[src/rtl/seg_scan6.sv]
// Six-digit multiplexed 7-segment scanner for a HH:MM:SS clock display.
// Time-multiplexes BCD digits with leading-zero suppression, field blinking and a blinking colon.
module seg_scan6 #(
    parameter int SCAN_DIV    = 50000,
    parameter int BLINK_TICKS = 250
) (
    input  logic        CP,
    input  logic        nCLR,
    input  logic        EN,
    input  logic [23:0] D,
    input  logic        BLANK_LZ,
    input  logic [1:0]  BLINK_SEL,
    output logic [5:0]  AN,
    output logic [6:0]  SEG,
    output logic        DP
);

    localparam int              PW         = $clog2(SCAN_DIV);
    localparam logic [PW-1:0]   PRESC_LAST = PW'(SCAN_DIV - 1);
    localparam logic [9:0]      BLINK_LAST = 10'(BLINK_TICKS - 1);

    logic [PW-1:0] presc_reg, presc_next;
    logic [2:0]    ptr_reg, ptr_next;
    logic [9:0]    blink_reg, blink_next;
    logic          phase_reg, phase_next;
    logic [5:0]    an_reg, an_next;
    logic [6:0]    seg_reg, seg_next;
    logic          dp_reg, dp_next;

    logic          tick;
    logic          blink_wrap;
    logic          lz_blank;
    logic          blink_blank;
    logic [3:0]    cur_digit;
    logic [3:0]    digit [8];

    // Pad the digit table to 8 entries so the 3-bit pointer indexes it cleanly.
    genvar gi;
    generate
        for (gi = 0; gi < 8; gi++) begin : g_digit
            if (gi < 6) begin : g_live
                assign digit[gi] = D[gi*4 +: 4];
            end else begin : g_pad
                assign digit[gi] = 4'h0;
            end
        end
    endgenerate

    function automatic logic [6:0] bcd_to_seg(input logic [3:0] v);
        logic [6:0] s;
        case (v)
            4'd0:    s = 7'h40;
            4'd1:    s = 7'h79;
            4'd2:    s = 7'h24;
            4'd3:    s = 7'h30;
            4'd4:    s = 7'h19;
            4'd5:    s = 7'h12;
            4'd6:    s = 7'h02;
            4'd7:    s = 7'h78;
            4'd8:    s = 7'h00;
            4'd9:    s = 7'h10;
            default: s = 7'h3F;
        endcase
        return s;
    endfunction

    always_comb begin
        tick       = EN && (presc_reg == PRESC_LAST);
        blink_wrap = tick && (blink_reg == BLINK_LAST);

        presc_next = presc_reg;
        if (EN) begin
            presc_next = tick ? '0 : presc_reg + 1'b1;
        end

        ptr_next   = ptr_reg;
        blink_next = blink_reg;
        if (tick) begin
            ptr_next   = (ptr_reg == 3'd5) ? 3'd0 : ptr_reg + 3'd1;
            blink_next = blink_wrap ? 10'd0 : blink_reg + 10'd1;
        end
        phase_next = phase_reg ^ blink_wrap;

        // Field pairs are {0,1},{2,3},{4,5}, so ptr[2:1] names the field.
        cur_digit   = digit[ptr_reg];
        lz_blank    = BLANK_LZ && (ptr_reg == 3'd5) && (D[23:20] == 4'h0);
        blink_blank = phase_reg && (BLINK_SEL != 2'd0) && (ptr_reg[2:1] == BLINK_SEL - 2'd1);

        an_next  = 6'h3F;
        seg_next = 7'h7F;
        dp_next  = 1'b1;
        if (EN && !lz_blank && !blink_blank) begin
            an_next  = ~(6'b000001 << ptr_reg);
            seg_next = bcd_to_seg(cur_digit);
            dp_next  = !(!phase_reg && ((ptr_reg == 3'd2) || (ptr_reg == 3'd4)));
        end
    end

    always_ff @(posedge CP or negedge nCLR) begin
        if (!nCLR) begin
            presc_reg <= '0;
            ptr_reg   <= 3'd0;
            blink_reg <= 10'd0;
            phase_reg <= 1'b0;
            an_reg    <= 6'h3F;
            seg_reg   <= 7'h7F;
            dp_reg    <= 1'b1;
        end else begin
            presc_reg <= presc_next;
            ptr_reg   <= ptr_next;
            blink_reg <= blink_next;
            phase_reg <= phase_next;
            an_reg    <= an_next;
            seg_reg   <= seg_next;
            dp_reg    <= dp_next;
        end
    end

    assign AN  = an_reg;
    assign SEG = seg_reg;
    assign DP  = dp_reg;

endmodule

[config.mk]
export PLATFORM = sky130hd
export DESIGN_NAME = seg_scan6
export DESIGN_NICKNAME = d
export VERILOG_FILES = /design/src/rtl/seg_scan6.sv
export SDC_FILE = /design/constraint.sdc
export NUM_CORES = 1
export LEC_CHECK = 0
export ABC_AREA = 1
export CELL_PAD_IN_SITES_DETAIL_PLACEMENT = 1
export CELL_PAD_IN_SITES_GLOBAL_PLACEMENT = 2
export CORE_ASPECT_RATIO = 0.75
export CORE_MARGIN = 4
export CORE_UTILIZATION = 32
export CTS_BUF_LIST = sky130_fd_sc_hd__clkbuf_4
export DETAILED_ROUTE_END_ITERATION = 12
export PLACE_DENSITY = 0.92
export SYNTH_ARGS = -nofsm -noshare
export SYNTH_HDL_FRONTEND = slang
export SYNTH_SLANG_ARGS = --single-unit
[constraint.sdc]
create_clock -name CP -period 2 [get_ports CP]
set_input_delay 0.4 -clock CP [delete_from_list [all_inputs] [get_ports CP]]
set_output_delay 0.4 -clock CP [all_outputs]
set_load 0.02 [all_outputs]
==> results.sh <==
export IMPL_synth_area_leaders="dfrtp_1, nand2_1, dfstp_2"
export IMPL_clock_path_buffers=2
export IMPL_reg2reg_depth=10
export IMPL_fp_dieW_um=115
export IMPL_die_y_um=88.2
export IMPL_synth_area_leader_cell="dfrtp_1"
export IMPL_initial_core_util=0.338
export IMPL_netlist_area_mm2=0.00275
export IMPL_first_pass_iters=4
export IMPL_path_cells="clkdlybuf4s50_1"
export IMPL_fp_dieArea_mm2=0.0101
export IMPL_ys_warn_count=0
export IMPL_diodes=0
export IMPL_max_freq_mhz=528
export IMPL_synth_avg_cell_area_um2=7.67
export IMPL_critPathTopFamily="buffers and inverters"
export IMPL_rsz0062_at_grt="false"
export IMPL_placedInstanceArea_mm2=0.00335
export IMPL_globalplace_congestion=0.817
export IMPL_finalNetCount=458
export IMPL_setup_viol=0
export IMPL_end_kind="output pin"
export IMPL_powerDensity_mw_per_mm2=510
export IMPL_wire_per_inst_um=14.5
export IMPL_worstReg2RegEnd="SEG[3]"
export IMPL_crit_path_max_incr_delay_ns=0.61
export IMPL_ys_flop_type="dfrtp_1"
export IMPL_core_area_mm2=0.00813
export IMPL_status="finished clean"
export IMPL_synthArstFlopShare=1.00
export IMPL_busiest_layer="met2"
export IMPL_worstPathArrival_ns=1.49
export IMPL_grt_overflow_total=0
export IMPL_use_met3=0.0280
export IMPL_vdd_drop_max_mv=0.315
export IMPL_dr_first_iter_drc_count=110
export IMPL_finClkSkew_ns=0.0244
export IMPL_use_met1=0.243
export IMPL_cp_num_buf_inv=1
export IMPL_ys_types=37
export IMPL_max_slew_worst_pin_slew_ns=0.563
export IMPL_critical_path_required_ns=1.60
export IMPL_gr_usage_all_layers=0.162
export IMPL_crit_type="register to output pin"
export IMPL_synth_top_area_frac=0.273
export IMPL_yosysMostFrequentCell="nand2_1"
export IMPL_synth_commonest_cells="nand2_1, inv_1, nand3_1, dfrtp_1, nor2_1"
export IMPL_min_period_ns=1.89
export IMPL_cts_hold_repair_buffers=0
export IMPL_finalHoldViolations=0
export IMPL_grt_max_degree=45
export IMPL_synth_edf_count=0
export IMPL_syn_nets=399
export IMPL_dp_hpwl_um=6080
export IMPL_htreeDepth=2
export IMPL_finalSetupTns_ns=0
export IMPL_ios=44
export IMPL_fin_area_mm2=0.00341
export IMPL_route_final_wire_length_um=7560
export IMPL_num_vias=2499
export IMPL_ant_nets=0
export IMPL_root_buffer="clkbuf_4"
export IMPL_drc=0
export IMPL_crit_slowest_cell="clkdlybuf4s50_1"
export IMPL_leakage_nw=1.67
export IMPL_grt_antenna_before_repair=0
export IMPL_synth_seq_cells=44
export IMPL_grtUsageMet2=0.253
export IMPL_hp_class="primary input to asynchronous set/reset pin"
export IMPL_worst_path_stages=1
export IMPL_grt_pass1_vias=2654
export IMPL_num_rows=28
export IMPL_syn_inst=358
export IMPL_largest_reg_flops=16
export IMPL_seq_area_frac_synth=0.407
export IMPL_grt_pass1_wl_um=13300
export IMPL_cts_tree="built"
export IMPL_clkLatencyLatePin_ns=0.34
export IMPL_startpoint_type="register"
export IMPL_portBuffers=43
export IMPL_crit_fanout=1
export IMPL_cts_sinks=44
export IMPL_clkTransAtPathRegs_ns=0.14
export IMPL_drv_slew=0
export IMPL_fillers=1019
export IMPL_drive_gt1_frac=0.146
export IMPL_numCtsBuffers=5
export IMPL_rr_startpoint="ptr_reg[1]"
export IMPL_max_cap_violations=0
export IMPL_avgViaCountPerCell=4.79
export IMPL_fin_crit_sh=0.947
export IMPL_area_growth_pct=24.3
export IMPL_max_slew_margin_rel=0.625
export IMPL_reg2reg_slack_ns=0.15
[layout by cell type (no fill, tap or decap), types with 11 or more instances in the layout]
| cell | synthesis | final |
|---|---|---|
| a21oi_1 | 13 | 13 |
| nand3_1 | 34 | 34 |
| inv_1 | 41 | 41 |
| ha_1 | 11 | 11 |
| nor2_1 | 26 | 26 |
| dfrtp_1 | 30 | 29 |
| dfstp_2 | 14 | 14 |
| nand2_1 | 107 | 107 |
| clkdlybuf4s50_1 | 0 | 42 |
| buf_4 | 2 | 14 |
[how the worst max path moves through the flow]
stage | slack (ns) | from | endpoint
floorplan | 0.37 | ptr_reg[1] | SEG[3]
global placement | -0.01 | D[8] | SEG[3]
detailed placement | -0.06 | D[4] | SEG[3]
CTS | 0.08 | AN[2] | AN[2]
global route | 0.007 | ptr_reg[1] | SEG[3]
finish | 0.11 | AN[2] | AN[2]
[kinds of logic (layout without fill, tap and decap cells)]
group / count (synthesis) / after routing / synth area share
DFF: 44 / 44 / 0.407
and+or+nand+nor: 204 / 204 / 0.345
buffers and inverters: 54 / 113 / 0.0880
xor gates and xnor gates: 13 / 13 / 0.0415
adders and majority gates: 11 / 11 / 0.0501
AOI/OAI and AO/OA: 32 / 32 / 0.0679
[timing repair]
action,in CTS,in global routing
setup endpoints to repair,0,1
setup buffers,0,1
hold endpoints to repair,0,0
resized for setup,0,3
[layer usage]
layer  vias to the layer above  wire (µm)
met5                         -          0
met4                         0         23
met3                         2        221
met2                        29       3390
met1                      1210       3930
li1                       1258          -
[cell type report]
| class | instances | area (µm²) | share of cell area |
|---|---|---|---|
| Clock buffer | 5 | 37.5 | 0.0110 |
| Clock inverter | 2 | 7.51 | 0.00220 |
| Inverter | 48 | 190 | 0.0557 |
| Multi-Input combinational cell | 260 | 1390 | 0.406 |
| Sequential cell | 44 | 1120 | 0.328 |
| Tap cell | 105 | 131 | 0.0385 |
| Timing Repair Buffer | 58 | 542 | 0.159 |
[per-stage QoR]
stage / setup WS, ns / util / std cells / hold WS, ns / total power [mW]
2_1_floorplan: 0.373 / - / 358 / 0.104 / 1.20
3_3_place_gp: -0.0141 / 0.413 / 514 / 0.498 / 1.36
3_5_place_dp: -0.0609 / 0.413 / 514 / 0.507 / 1.37
4_1_cts: 0.0756 / 0.418 / 521 / 0.129 / 1.77
5_1_grt: 0.00687 / 0.420 / 522 / 0.137 / 1.89
6_report: 0.106 / 0.420 / 522 / 0.117 / 1.74
[report_power, final]
part	internal, mW	switching, mW
combinational	0.156	0.186
sequential	0.957	0.0494
clock	0.123	0.269
total	1.24	0.504
Note: power is estimated with default switching activity, not from simulation.
